## src/rtl/flash_op_sequencer_if.sv

```systemverilog
// ---------------------------------------------------------------------------
// flash_op_sequencer_if
//   Command/handshake bus between flash_op_sequencer and memory_controller.
//
//   Signals:
//     MEMCMD         8   command byte to the controller
//     MEMADDR       24   flash address to the controller
//     MEMTRIG        1   trigger; held until the controller raises busy
//     MEM_CTRL_busy  1   controller busy flag (acknowledge and completion)
//     MEMDATA       48   data returned by the controller for the last command
//
//   Modports:
//     master  sequencer side (drives command, samples busy/data)
//     slave   controller side (samples command, drives busy/data)
// ---------------------------------------------------------------------------
interface flash_op_sequencer_if;
  logic [7:0]  MEMCMD;
  logic [23:0] MEMADDR;
  logic        MEMTRIG;
  logic        MEM_CTRL_busy;
  logic [47:0] MEMDATA;

  modport master (
    output MEMCMD,
    output MEMADDR,
    output MEMTRIG,
    input  MEM_CTRL_busy,
    input  MEMDATA
  );

  modport slave (
    input  MEMCMD,
    input  MEMADDR,
    input  MEMTRIG,
    output MEM_CTRL_busy,
    output MEMDATA
  );
endinterface

```

## src/rtl/flash_op_sequencer.sv

```systemverilog
// ---------------------------------------------------------------------------
// flash_op_sequencer
//   Expands one high-level host flash operation into the S25FL128S command
//   sequence expected by memory_controller (e.g. sector erase becomes
//   WREN 06h followed by SE D8h), runs each command through the controller's
//   trigger/busy handshake and reports the final MEMDATA, a done pulse and an
//   error flag.
//
//   Ports:
//     CLK            in   1   system clock
//     reset          in   1   synchronous active-high reset
//     req            in   1   host request, sampled only while ready=1
//     op             in   2   0=RDID 1=READ_SR1 2=SECTOR_ERASE 3=BULK_ERASE
//     addr           in  24   sector address (op=2 only), latched on accept
//     ready          out  1   request can be accepted this cycle
//     done           out  1   one-cycle pulse at the end of every operation
//     err            out  1   error status of the last operation
//     result         out 48   MEMDATA of the last completed sub-command
//     mem            master   command bus to memory_controller
//
//   Parameters:
//     ACK_TIMEOUT    cycles in ISSUE waiting for busy to rise
//     DONE_TIMEOUT   cycles in WAIT_DONE waiting for busy to fall
//
//   Build option:
//     WEL_CHECK_EN   when defined, erase ops read SR1 after WREN and abort
//                    with err=1 if the WEL bit did not get set.
// ---------------------------------------------------------------------------
module flash_op_sequencer #(
  parameter logic [35:0] ACK_TIMEOUT  = 36'd16,
  parameter logic [35:0] DONE_TIMEOUT = 36'h3_0000_0000
) (
  input  logic                 CLK,
  input  logic                 reset,
  input  logic                 req,
  input  logic [1:0]           op,
  input  logic [23:0]          addr,
  output logic                 ready,
  output logic                 done,
  output logic                 err,
  output logic [47:0]          result,
  flash_op_sequencer_if.master mem
);

  typedef enum logic [2:0] {
    ST_IDLE      = 3'd0,
    ST_LOAD      = 3'd1,
    ST_ISSUE     = 3'd2,
    ST_WAIT_DONE = 3'd3,
    ST_NEXT      = 3'd4,
    ST_FINISH    = 3'd5
  } state_t;

  localparam logic [7:0] CMD_RDID  = 8'h9F;
  localparam logic [7:0] CMD_RDSR1 = 8'h05;
  localparam logic [7:0] CMD_WREN  = 8'h06;
  localparam logic [7:0] CMD_SE    = 8'hD8;
  localparam logic [7:0] CMD_BE    = 8'hC7;

  // Index of the final sub-command of an erase sequence.
`ifdef WEL_CHECK_EN
  localparam logic [1:0] ERASE_LAST_IDX = 2'd2;
`else
  localparam logic [1:0] ERASE_LAST_IDX = 2'd1;
`endif

  // Command byte for sub-command idx of operation o.
  function automatic logic [7:0] sub_cmd(input logic [1:0] o, input logic [1:0] idx);
    logic [7:0] c;
    c = 8'h00;
    case (o)
      2'd0: c = CMD_RDID;
      2'd1: c = CMD_RDSR1;
      2'd2, 2'd3: begin
        if (idx == 2'd0) begin
          c = CMD_WREN;
`ifdef WEL_CHECK_EN
        end else if (idx == 2'd1) begin
          c = CMD_RDSR1;
`endif
        end else if (o == 2'd2) begin
          c = CMD_SE;
        end else begin
          c = CMD_BE;
        end
      end
      default: c = 8'h00;
    endcase
    return c;
  endfunction

  // Index of the last sub-command for operation o.
  function automatic logic [1:0] last_idx(input logic [1:0] o);
    logic [1:0] l;
    case (o)
      2'd0, 2'd1: l = 2'd0;
      2'd2, 2'd3: l = ERASE_LAST_IDX;
      default:    l = 2'd0;
    endcase
    return l;
  endfunction

  // Saturating increment: timeout counters must never wrap back to zero.
  function automatic logic [35:0] sat_inc(input logic [35:0] v);
    logic [35:0] r;
    if (v == {36{1'b1}}) begin
      r = v;
    end else begin
      r = v + 36'd1;
    end
    return r;
  endfunction

  state_t      state_r, state_d;
  logic [1:0]  op_r, op_d;
  logic [23:0] addr_r, addr_d;
  logic [1:0]  idx_r, idx_d;
  logic [35:0] cnt_r, cnt_d;
  logic [7:0]  memcmd_r, memcmd_d;
  logic [23:0] memaddr_r, memaddr_d;
  logic        memtrig_r, memtrig_d;
  logic        done_r, done_d;
  logic        err_r, err_d;
  logic [47:0] result_r, result_d;

  logic        busy_s;
  logic        accept_s;
  logic        ack_expired_s;
  logic        done_expired_s;
  logic        more_s;
  logic        wel_fail_s;
  logic [7:0]  cur_cmd_s;

  assign busy_s         = mem.MEM_CTRL_busy;
  // ready follows busy combinationally so a request can never be accepted
  // over a controller that is still busy.
  assign ready          = (state_r == ST_IDLE) && !busy_s;
  assign accept_s       = ready && req;
  assign ack_expired_s  = (cnt_r >= (ACK_TIMEOUT - 36'd1));
  assign done_expired_s = (cnt_r >= (DONE_TIMEOUT - 36'd1));
  assign more_s         = (idx_r != last_idx(op_r));
  assign cur_cmd_s      = sub_cmd(op_r, idx_r);

`ifdef WEL_CHECK_EN
  // The SR1 read directly after WREN must show WEL (bit 1) set.
  assign wel_fail_s = op_r[1] && (idx_r == 2'd1) && !result_r[1];
`else
  assign wel_fail_s = 1'b0;
`endif

  // State and datapath registers with synchronous reset.
  always_ff @(posedge CLK) begin
    if (reset) begin
      state_r   <= ST_IDLE;
      op_r      <= 2'd0;
      addr_r    <= 24'h0;
      idx_r     <= 2'd0;
      cnt_r     <= 36'd0;
      memcmd_r  <= 8'h00;
      memaddr_r <= 24'h0;
      memtrig_r <= 1'b0;
      done_r    <= 1'b0;
      err_r     <= 1'b0;
      result_r  <= 48'h0;
    end else begin
      state_r   <= state_d;
      op_r      <= op_d;
      addr_r    <= addr_d;
      idx_r     <= idx_d;
      cnt_r     <= cnt_d;
      memcmd_r  <= memcmd_d;
      memaddr_r <= memaddr_d;
      memtrig_r <= memtrig_d;
      done_r    <= done_d;
      err_r     <= err_d;
      result_r  <= result_d;
    end
  end

  // Next-state logic.
  always_comb begin
    state_d = state_r;
    case (state_r)
      ST_IDLE: begin
        if (accept_s) begin
          state_d = ST_LOAD;
        end else begin
          state_d = ST_IDLE;
        end
      end
      ST_LOAD: state_d = ST_ISSUE;
      ST_ISSUE: begin
        // Acknowledge is checked first so it wins over a same-cycle timeout.
        if (busy_s) begin
          state_d = ST_WAIT_DONE;
        end else if (ack_expired_s) begin
          state_d = ST_FINISH;
        end else begin
          state_d = ST_ISSUE;
        end
      end
      ST_WAIT_DONE: begin
        if (!busy_s) begin
          state_d = ST_NEXT;
        end else if (done_expired_s) begin
          state_d = ST_FINISH;
        end else begin
          state_d = ST_WAIT_DONE;
        end
      end
      ST_NEXT: begin
        if (wel_fail_s) begin
          state_d = ST_FINISH;
        end else if (more_s) begin
          state_d = ST_LOAD;
        end else begin
          state_d = ST_FINISH;
        end
      end
      ST_FINISH: state_d = ST_IDLE;
      default:   state_d = ST_IDLE;
    endcase
  end

  // Output and datapath next values; everything leaves through a register.
  always_comb begin
    op_d      = op_r;
    addr_d    = addr_r;
    idx_d     = idx_r;
    cnt_d     = cnt_r;
    memcmd_d  = memcmd_r;
    memaddr_d = memaddr_r;
    memtrig_d = 1'b0;
    err_d     = err_r;
    result_d  = result_r;
    done_d    = (state_d == ST_FINISH);
    case (state_r)
      ST_IDLE: begin
        if (accept_s) begin
          op_d   = op;
          addr_d = addr;
          idx_d  = 2'd0;
          err_d  = 1'b0;
        end else begin
          op_d   = op_r;
        end
      end
      ST_LOAD: begin
        memcmd_d  = cur_cmd_s;
        // Only the sector erase carries an address.
        if (cur_cmd_s == CMD_SE) begin
          memaddr_d = addr_r;
        end else begin
          memaddr_d = 24'h0;
        end
        memtrig_d = 1'b1;
        cnt_d     = 36'd0;
      end
      ST_ISSUE: begin
        if (busy_s) begin
          memtrig_d = 1'b0;
          cnt_d     = 36'd0;
        end else if (ack_expired_s) begin
          memtrig_d = 1'b0;
          err_d     = 1'b1;
        end else begin
          memtrig_d = 1'b1;
          cnt_d     = sat_inc(cnt_r);
        end
      end
      ST_WAIT_DONE: begin
        if (!busy_s) begin
          result_d = mem.MEMDATA;
        end else if (done_expired_s) begin
          err_d    = 1'b1;
        end else begin
          cnt_d    = sat_inc(cnt_r);
        end
      end
      ST_NEXT: begin
        if (wel_fail_s) begin
          err_d = 1'b1;
        end else if (more_s) begin
          idx_d = idx_r + 2'd1;
        end else begin
          idx_d = idx_r;
        end
      end
      ST_FINISH: begin
        idx_d = idx_r;
      end
      default: begin
        idx_d = idx_r;
      end
    endcase
  end

  assign done        = done_r;
  assign err         = err_r;
  assign result      = result_r;
  assign mem.MEMCMD  = memcmd_r;
  assign mem.MEMADDR = memaddr_r;
  assign mem.MEMTRIG = memtrig_r;

endmodule

```

## src/flat_wrapper.sv

```systemverilog
// flat-port wrapper written by rule: the top's interface ports become plain ports
module flash_op_sequencer_flat 
#(
  parameter logic [35:0] ACK_TIMEOUT  = 36'd16,
  parameter logic [35:0] DONE_TIMEOUT = 36'h3_0000_0000
)
  (CLK, reset, req, op, addr, ready, done, err, result, mem_MEMCMD, mem_MEMADDR, mem_MEMTRIG, mem_MEM_CTRL_busy, mem_MEMDATA);
  flash_op_sequencer_if mem_i ();
  input  logic CLK;
  input  logic reset;
  input  logic req;
  input  logic [1:0] op;
  input  logic [23:0] addr;
  output logic ready;
  output logic done;
  output logic err;
  output logic [47:0] result;
  output wire logic [$bits(mem_i.MEMCMD)-1:0] mem_MEMCMD;
  output wire logic [$bits(mem_i.MEMADDR)-1:0] mem_MEMADDR;
  output wire logic [$bits(mem_i.MEMTRIG)-1:0] mem_MEMTRIG;
  input wire logic [$bits(mem_i.MEM_CTRL_busy)-1:0] mem_MEM_CTRL_busy;
  input wire logic [$bits(mem_i.MEMDATA)-1:0] mem_MEMDATA;
  assign mem_MEMCMD = mem_i.MEMCMD;
  assign mem_MEMADDR = mem_i.MEMADDR;
  assign mem_MEMTRIG = mem_i.MEMTRIG;
  assign mem_i.MEM_CTRL_busy = mem_MEM_CTRL_busy;
  assign mem_i.MEMDATA = mem_MEMDATA;
  flash_op_sequencer #(.ACK_TIMEOUT(ACK_TIMEOUT), .DONE_TIMEOUT(DONE_TIMEOUT)) u_core (.CLK(CLK), .reset(reset), .req(req), .op(op), .addr(addr), .ready(ready), .done(done), .err(err), .result(result), .mem(mem_i));
endmodule
```

## config.mk

```make
export PLATFORM = sky130hd
export DESIGN_NAME = flash_op_sequencer_flat
export DESIGN_NICKNAME = d
export VERILOG_FILES = /design/src/rtl/flash_op_sequencer_if.sv /design/src/rtl/flash_op_sequencer.sv /design/src/flat_wrapper.sv
export SDC_FILE = /design/constraint.sdc
export NUM_CORES = 1
export LEC_CHECK = 0
export ABC_AREA = 1
export ABC_CLOCK_PERIOD_IN_PS = 2900
export BUFFER_PORTS_ARGS = -buffer_cell sky130_fd_sc_hd__buf_4
export CAP_MARGIN = 30
export CELL_PAD_IN_SITES_DETAIL_PLACEMENT = 0
export CELL_PAD_IN_SITES_GLOBAL_PLACEMENT = 2
export CORE_ASPECT_RATIO = 1.5
export CORE_MARGIN = 2
export CORE_UTILIZATION = 30
export CTS_BUF_LIST = sky130_fd_sc_hd__clkbuf_8
export CTS_CLUSTER_DIAMETER = 150
export DETAILED_ROUTE_END_ITERATION = 12
export GPL_TIMING_DRIVEN = 0
export HOLD_SLACK_MARGIN = 0.03
export PLACE_DENSITY = 0.88
export SKIP_CTS_REPAIR_TIMING = 1
export SLEW_MARGIN = 20
export SYNTH_ARGS = -nofsm -noshare
export SYNTH_HDL_FRONTEND = slang
export SYNTH_SLANG_ARGS = --single-unit
```

## constraint.sdc

```tcl
create_clock -name CLK -period 2.9 [get_ports CLK]
set_clock_uncertainty 0.15 [all_clocks]
set_input_delay 0.145 -clock CLK [delete_from_list [all_inputs] [get_ports CLK]]
set_output_delay 0.145 -clock CLK [all_outputs]
set_load 0.05 [all_outputs]
```

==> qor.txt, run 1 <==
status -> completed
total power -> 4660 uW
DRT Wirelength -> 25300 um
Final nets -> 1415
tightest hold margin -> 0.0828 ns
Final GP Congestion -> 0.936
Area growth, synth to finish -> 38.9%
clock buffer depth -> 2
DR vias -> 7820
vias per cell -> 4.70
clock period minus worst slack -> 2.44 ns
Die W -> 131 um
die area -> 0.0255 mm^2
DR iter-0 viols -> 347
r2r setup slk -> 0.46 ns
#FFs+latches synth -> 148
post-synthesis cell type count -> 35
Initial Utilization -> 30.6%
DRT met1 WL -> 9980 um
dpl hpwl -> 19000 um
EDFF count, synth -> 0
vias in the first global route -> 7410
Critical R2R Capture -> u_core.cnt_r[22]$_SDFFE_PP0P_
fmax -> 409 MHz
Max VDD drop -> 352 uV
die height -> 195 um
period utilization -> 84.3%
port bufs -> 160
Finished Cell Area -> 0.0101 mm^2
Met2 Wirelength -> 13500 um
Routed WL per cell -> 15.2 um
Rel. slew slack -> 51.8%
end of the worst hold path -> u_core.err$_SDFFE_PP0P_
Pre-Repair DR Iteration Count -> 8
mapped cell area -> 0.00726 mm^2
pwr/cell area -> 462 mW/mm^2
final hold vios -> 0
Ys Warns -> 0
H-tree Lvls -> 4
max_cap viols -> 0
CP required -> 3.08 ns
total grt overflow -> 0
Register-to-Register Path Depth -> 12
Mean Syn Cell Area -> 6.71 um^2
Seq/Total Area, Yosys -> 40.8%
met3 wire length -> 984 um
hold path depth -> 5
clock sinks -> 148
CTS tree -> built
GRT Overall Usage -> 19.8%
clock buffer count from CTS -> 17
share of flip-flops with an asynchronous set or reset -> 0%
FP Rows -> 69
Arr. time, crit path -> 2.62 ns
root buffer cell -> clkbuf_8
commonest non-fill, non-tap cell in the layout -> nand2_1
later-pin clock latency in the skew report -> 0.47 ns
number of remaining DRC errors -> 0
first-pass GRT wire length -> 39100 um
prevailing post-synth register cell -> dfxtp_1
Final setup violation count -> 0
commonest cells after routing, fill and taps aside -> nand2_1, nor2_1, buf_4, dfxtp_1, o21ai_0
Top Metal Used -> met4
RSZ-0062 raised after global routing -> false
CP endpoint kind -> flip-flop
CP Class -> flip-flop to flip-flop
Post-Syn Instances -> 1081
final core utilization -> 42.5%
Clock transition at path regs -> 0.09 ns
layout cells sized above 1 -> 19.4%
reg-to-reg startpoint -> u_core.cnt_r[1]$_SDFFE_PP0P_
hold crit path type -> primary input to flip-flop
I/O pin cnt -> 162
antenna-violating nets left -> 0
maximum fanout along the worst path -> 10
# diodes -> 0
crit path from -> u_core.cnt_r[1]$_SDFFE_PP0P_
setup TNS -> 0 ns
Critical Path Start Type -> flip-flop
placed cell areas -> 0.00886 mm^2
initial antenna violation count -> 0
actual slew at the worst max-slew pin -> 0.723 ns
Slew Viols, Final -> 0
Mapped Nets -> 1161
largest net degree at the start of global routing -> 17
core area -> 0.0237 mm^2
Static Leak -> 0.00449 uW
hold_sp -> reset
[where the power goes]
group	total, uW	internal [uW]	switching (uW)
logic	597	237	360
clock network	1950	1130	822
registers	2110	2090	28.2
total	4660	3450	1210
[stage by stage]
step | worst slack (ns) | instances
finish | 0.457 | 1665
global route | 0.275 | 1665
CTS | 0.439 | 1590
detailed placement | 0.457 | 1560
global placement | 0.467 | 1560
floorplan | 0.822 | 1081
[flip-flops by register name (all words and copies together) (netlist names)]
signal,count
u_core.addr_r,24
u_core.cnt_r,36
u_core.done,1
u_core.err,1
u_core.idx_r,2
u_core.mem.MEMADDR,24
u_core.mem.MEMCMD,6
u_core.mem.MEMTRIG,1
u_core.op_r,2
u_core.result,48
u_core.state_r,3
[area by class of cell]
class / count / area (um^2)
repair buffers: 235 / 1950
plain buffers: 64 / 315
clock inverters: 12 / 226
flip-flops and latches: 148 / 2960
well taps: 319 / 399
multi-input cells: 815 / 3780
inverters: 54 / 203
fillers: 2522 / 13700
clock buffers: 18 / 248
[cell families (layout without fill, tap and decap cells)]
family	Yosys count	after routing	synth area share (%)
other	1	1	0.0517
DFF	148	148	40.8
AOI/OAI and AO/OA	163	163	12.3
adders and majority gates	2	2	0.345
xor gates and xnor gates	15	15	1.81
and+or+nand+nor	634	634	37.5
buffers and inverters	118	383	7.14
[routing by layer]
layer	vias up	global-route usage [%]
met3	44	4.76
met4	0	7.88
li1	4004	-
met2	173	35.9
met1	3599	21.5
met5	-	0
[critical path: stages, from the launching register on]
cell and delay (ns):
dfxtp_1 0.41, ha_1 0.33, inv_2 0.09, nor2_4 0.22, nand2_4 0.10, nor2_8 0.21, nand3_4 0.12, nand3_4 0.12
nand3_2 0.10, buf_6 0.16, buf_6 0.15, nand2_2 0.08, a21oi_2 0.04
[synthesized netlist by cell type, types with 2 or more instances]
cell	number	share of area, %
nand3_4	3	0.72
xor2_1	10	1.2
a21oi_1	58	4.0
buf_6	6	0.93
o211a_1	6	0.83
nor2_4	3	0.47
nand4_1	43	3.7
nand2_2	13	1.1
o21ai_0	85	5.9
nor2_1	222	11
xnor2_1	5	0.60
dfxtp_1	148	41
inv_1	46	2.4
nor3_1	7	0.48
clkbuf_1	40	2.1
nand3_1	53	3.7
nor2_2	8	0.69
ha_1	2	0.34
a21oi_2	10	1.2
buf_4	4	0.41
buf_1	2	0.10
nand2_1	277	14
inv_2	7	0.36
buf_2	12	0.83
[how the worst max path moves through the flow]
stage | cells past startpoint | endpoint
final | 12 | u_core.cnt_r[22]$_SDFFE_PP0P_
after global routing | 14 | u_core.cnt_r[22]$_SDFFE_PP0P_
after CTS | 12 | u_core.cnt_r[22]$_SDFFE_PP0P_
after floorplan | 12 | u_core.cnt_r[17]$_SDFFE_PP0P_
after global placement | 12 | u_core.cnt_r[18]$_SDFFE_PP0P_
after detailed placement | 12 | u_core.cnt_r[20]$_SDFFE_PP0P_
No activity file was read; power rests on OpenSTA's default activity.
==> inputs of run 2 (changes only) <==
--- a/config.mk
+++ b/config.mk
@@ -6,7 +6,7 @@
 export NUM_CORES = 1
 export LEC_CHECK = 0
 export ABC_AREA = 1
-export ABC_CLOCK_PERIOD_IN_PS = 2900
+export ABC_CLOCK_PERIOD_IN_PS = 2500
 export BUFFER_PORTS_ARGS = -buffer_cell sky130_fd_sc_hd__buf_4
 export CAP_MARGIN = 30
 export CELL_PAD_IN_SITES_DETAIL_PLACEMENT = 0
==> constraint.sdc (replaced) <==
create_clock -name CLK -period 2.5 [get_ports CLK]
set_clock_uncertainty 0.15 [all_clocks]
set_input_delay 0.125 -clock CLK [delete_from_list [all_inputs] [get_ports CLK]]
set_output_delay 0.125 -clock CLK [all_outputs]
set_load 0.05 [all_outputs]
==> qor.txt, run 2 (synthesis results as in run 1) <==
vias in the first global route -> 7410
clock buffer count from CTS -> 17
CP bufs+invs -> 3
slowest stage delay, CP -> 0.44 ns
crit-path cells -> ha_4, inv_2, nor2_4, nand2_4, nor2_8, nand3_4, nand3_4, nand3_2, buf_6, buf_6, nand2_2, a21oi_2
Clock transition at path regs -> 0.09 ns
met3 wire length -> 1030 um
setup TNS -> 0 ns
CP Class -> flip-flop to flip-flop
Clk pwr share -> 41.8%
clock period minus worst slack -> 2.29 ns
Final WS setup -> 0.205 ns
placed cell count -> 1560
final core utilization -> 42.6%
status -> completed
RSZ-0062 raised after global routing -> false
core area -> 0.0237 mm^2
Arr. time, crit path -> 2.47 ns
first-pass GRT wire length -> 39100 um
Slew Viols, Final -> 0
I/O pin cnt -> 162
max_cap viols -> 0
Routed WL per cell -> 15.2 um
H-tree Lvls -> 4
pwr/cell area -> 535 mW/mm^2
Largest register FFs -> 48
initial antenna violation count -> 0
period utilization -> 91.8%
clock buffer depth -> 2
Final setup violation count -> 0
DR vias -> 7856
antenna-violating nets left -> 0
hold path depth -> 5
dpl hpwl -> 19000 um
Static Leak -> 0.00450 uW
vias per cell -> 4.72
register share of total power -> 45.3%
Critical Path Start Type -> flip-flop
layout cells sized above 1 -> 19.6%
FP Rows -> 69
DRT met1 WL -> 9900 um
DR iter-0 viols -> 332
actual slew at the worst max-slew pin -> 0.715 ns
Die W -> 131 um
maximum fanout along the worst path -> 10
clock sinks -> 148
Area growth, synth to finish -> 39.4%
later-pin clock latency in the skew report -> 0.47 ns
commonest non-fill, non-tap cell in the layout -> nand2_1
CP endpoint kind -> flip-flop
Pint -> 4010 uW
commonest cells after routing, fill and taps aside -> nand2_1, nor2_1, buf_4, dfxtp_1, o21ai_0
port bufs -> 160
Net Sw Frac -> 26.0%
Final nets -> 1416
hold crit path type -> primary input to flip-flop
# diodes -> 0
number of remaining DRC errors -> 0
CP max-delay cell -> dfxtp_1
Register-to-Register Path Depth -> 12
DRT Wirelength -> 25300 um
Place WS -> 0.0571 ns
combinational group share of total power -> 12.9%
die height -> 195 um
fmax -> 436 MHz
Met2 Wirelength -> 13500 um
root buffer cell -> clkbuf_8
Initial Utilization -> 30.6%
Top Metal Used -> met4
CTS tree -> built
Non-Filler Instances -> 1666
CP delay by family, top -> simple AND/OR/NAND/NOR gates
GRT Overall Usage -> 19.8%
Finished Cell Area -> 0.0101 mm^2
Final GP Congestion -> 0.936
Rel. slew slack -> 52.3%
die area -> 0.0255 mm^2
largest net degree at the start of global routing -> 17
placed cell areas -> 0.00886 mm^2
Max VDD drop -> 404 uV
sw power -> 1410 uW
CP required -> 2.68 ns
Pre-Repair DR Iteration Count -> 5
Stages on worst setup path -> 12
total grt overflow -> 0
final hold vios -> 0
-- run 2: cell types whose count changed in the layout (fill, tap and decap cells not counted), sizes merged --
cell | before | now
dlygate4sd3 | 75 | 76
-- run 2: metal layers --
layer | track usage, % | vias up
li1 | - | 4011
met1 | 21.5 | 3621
met2 | 35.9 | 179
met3 | 4.76 | 45
met4 | 7.88 | 0
met5 | 0 | -
-- run 2: final timing paths --
check / startpoint / end / slack [ns]
worst max-delay path: u_core.cnt_r[1]$_SDFFE_PP0P_ / u_core.cnt_r[22]$_SDFFE_PP0P_ / 0.21
worst max register to register: u_core.cnt_r[1]$_SDFFE_PP0P_ / u_core.cnt_r[22]$_SDFFE_PP0P_ / 0.21
worst min-delay path: reset / u_core.err$_SDFFE_PP0P_ / 0.07
worst min register to register: u_core.err$_SDFFE_PP0P_ / u_core.err$_SDFFE_PP0P_ / 0.30
-- run 2: per-stage QoR --
step / power [uW] / hold slack (ns)
finish: 5410 / 0.0659
floorplan: 2850 / 0.110
global route: 5630 / 0.108
CTS: 5390 / -0.307
global placement: 3110 / 0.195
detailed placement: 3110 / 0.202
-- run 2: power groups by stage --
stage | clock network [uW] | logic (uW) | registers [uW]
2_1_floorplan | 0 | 276 | 2570
3_3_place_gp | 0 | 602 | 2510
3_5_place_dp | 0 | 605 | 2510
4_1_cts | 2330 | 607 | 2450
5_1_grt | 2410 | 760 | 2460
6_report | 2260 | 697 | 2450
-- run 2: layout make-up --
class,instances,area [um^2]
clock inverter,12,226
multi-input combinational,815,3800
buffer,64,317
clock buffer,18,248
timing repair buffer,236,1960
tap,319,399
fill,2522,13600
inverter,54,203
sequential,148,2960
-- run 2: worst register-to-register path, stage by stage (launching register included) --
cell and delay (ns):
dfxtp_1 0.44, ha_4 0.21, inv_2 0.06, nor2_4 0.21, nand2_4 0.10, nor2_8 0.21, nand3_4 0.12, nand3_4 0.12
nand3_2 0.10, buf_6 0.16, buf_6 0.16, nand2_2 0.08, a21oi_2 0.05
==> inputs of run 3 (changes only) <==
--- a/config.mk
+++ b/config.mk
@@ -19,7 +19,8 @@
 export DETAILED_ROUTE_END_ITERATION = 12
 export GPL_TIMING_DRIVEN = 0
 export HOLD_SLACK_MARGIN = 0.03
-export PLACE_DENSITY = 0.88
+export PLACE_DENSITY = 0.91
+export RECOVER_POWER = 50
 export SKIP_CTS_REPAIR_TIMING = 1
 export SLEW_MARGIN = 20
 export SYNTH_ARGS = -nofsm -noshare
==> qor.txt, run 3 (synthesis results as in run 1) <==
CP required -> 2.75 ns
Arr. time, crit path -> 2.57 ns
root buffer cell -> clkbuf_8
die height -> 195 um
Clock transition at path regs -> 0.09 ns
pwr/cell area -> 520 mW/mm^2
DR vias -> 7895
clock buffer count from CTS -> 17
Largest register FFs -> 48
number of remaining DRC errors -> 0
CTS tree -> built
port bufs -> 160
Die W -> 131 um
RSZ-0062 raised after global routing -> false
end of the worst hold path -> u_core.err$_SDFFE_PP0P_
hold_sp -> reset
die area -> 0.0255 mm^2
Static Leak -> 0.00410 uW
vias per cell -> 4.73
total grt overflow -> 0
max_cap viols -> 0
later-pin clock latency in the skew report -> 0.47 ns
DR iter-0 viols -> 416
Rel. slew slack -> 50.6%
CP Class -> flip-flop to flip-flop
Area growth, synth to finish -> 34.2%
area of the multi-input gates -> 0.00381 mm^2
commonest non-fill, non-tap cell in the layout -> nand2_1
period utilization -> 92.6%
clock period minus worst slack -> 2.32 ns
status -> completed
fill count -> 2603
vias in the first global route -> 7297
GRT Overall Usage -> 19.8%
# diodes -> 0
layout cells sized above 1 -> 13.4%
Non-Filler Instances -> 1668
Max VDD drop -> 374 uV
Critical R2R Capture -> u_core.done$_SDFF_PP0_
Final setup violation count -> 0
dpl hpwl -> 19000 um
first-pass GRT wire length -> 38900 um
clock buffer depth -> 2
commonest cells after routing, fill and taps aside -> nand2_1, nor2_1, dfxtp_1, clkbuf_1, o21ai_0
H-tree Lvls -> 4
reg-to-reg startpoint -> u_core.state_r[2]$_SDFF_PP0_
clock sinks -> 148
placed cell count -> 1560
Reg area -> 0.00296 mm^2
I/O pin cnt -> 162
antenna-violating nets left -> 0
r2r setup slk -> 0.18 ns
Slew Viols, Final -> 0
Critical Path Start Type -> flip-flop
maximum fanout along the worst path -> 10
hold path depth -> 5
Routed WL per cell -> 15.3 um
Pre-Repair DR Iteration Count -> 6
final hold vios -> 0
initial antenna violation count -> 0
largest net degree at the start of global routing -> 17
setup TNS -> 0 ns
core area -> 0.0237 mm^2
FP Rows -> 69
DRT Wirelength -> 25500 um
Final nets -> 1416
fmax -> 432 MHz
actual slew at the worst max-slew pin -> 0.741 ns
Register-to-Register Path Depth -> 8
Final GP Congestion -> 0.941
CP endpoint kind -> flip-flop
hold crit path type -> primary input to flip-flop
Initial Utilization -> 30.6%
-- run 3: changes by cell type in the layout (fill, tap and decap cells not counted), sizes merged --
cell,delta
buf,-83
bufinv,-4
clkbuf,+83
clkinv,+1
clkinvlp,+2
inv,+3
-- run 3: worst max-delay path by stage --
stage	startpoint	to	slack [ns]	cells past startpoint
after CTS	u_core.cnt_r[1]$_SDFFE_PP0P_	u_core.cnt_r[22]$_SDFFE_PP0P_	0.03	12
after detailed placement	u_core.cnt_r[1]$_SDFFE_PP0P_	u_core.cnt_r[20]$_SDFFE_PP0P_	0.03	12
final	u_core.state_r[2]$_SDFF_PP0_	u_core.done$_SDFF_PP0_	0.18	8
after global routing	u_core.state_r[2]$_SDFF_PP0_	u_core.done$_SDFF_PP0_	0.009	8
after global placement	u_core.cnt_r[1]$_SDFFE_PP0P_	u_core.cnt_r[17]$_SDFFE_PP0P_	0.04	12
after floorplan	u_core.cnt_r[1]$_SDFFE_PP0P_	u_core.cnt_r[17]$_SDFFE_PP0P_	0.42	12
-- run 3: through the flow --
stage               utilization, %  hold WS [ns]  total power [uW]  setup slack, ns  cell area (um^2)
floorplan                        -         0.110              2850            0.422              7260
detailed placement            37.3         0.203              3110           0.0347              8860
finish                        41.0        0.0971              5070            0.184              9740
global placement              37.3         0.196              3110           0.0398              8860
global route                  41.0        0.0892              5280          0.00947              9740
CTS                           39.0        -0.307              5050           0.0291              9260
-- run 3: metal layers --
metal | share of wire (%) | GRT usage, %
met5 | 0 | 0
met4 | 2.7 | 7.68
met3 | 3.5 | 4.02
met2 | 55 | 36.2
met1 | 39 | 21.9
-- run 3: power by group --
part | switching, uW | leakage [uW] | internal, uW
Sequential | 33.3 | 0.00120 | 2420
Clock | 1010 | 0.000199 | 923
Combinational | 423 | 0.00270 | 257
-- run 3: layout make-up --
cell class                 instances  area share [%]
buffer                            64            3.24
tap                              319            4.10
clock inverter                    14            1.55
inverter                          54            2.08
multi-input combinational        815            39.1
timing repair buffer             236            16.9
sequential                       148            30.4
clock buffer                      18            2.54
-- run 3: worst max-delay path, cell delays in order, from the launching register on --
cell and delay [ns]:
dfxtp_1 0.41, inv_2 0.12, nand2_2 0.09, nor2_2 0.39, clkbuf_1 0.54, o21ai_0 0.28, nand2_1 0.11, nand2_1 0.06
nor2_1 0.09
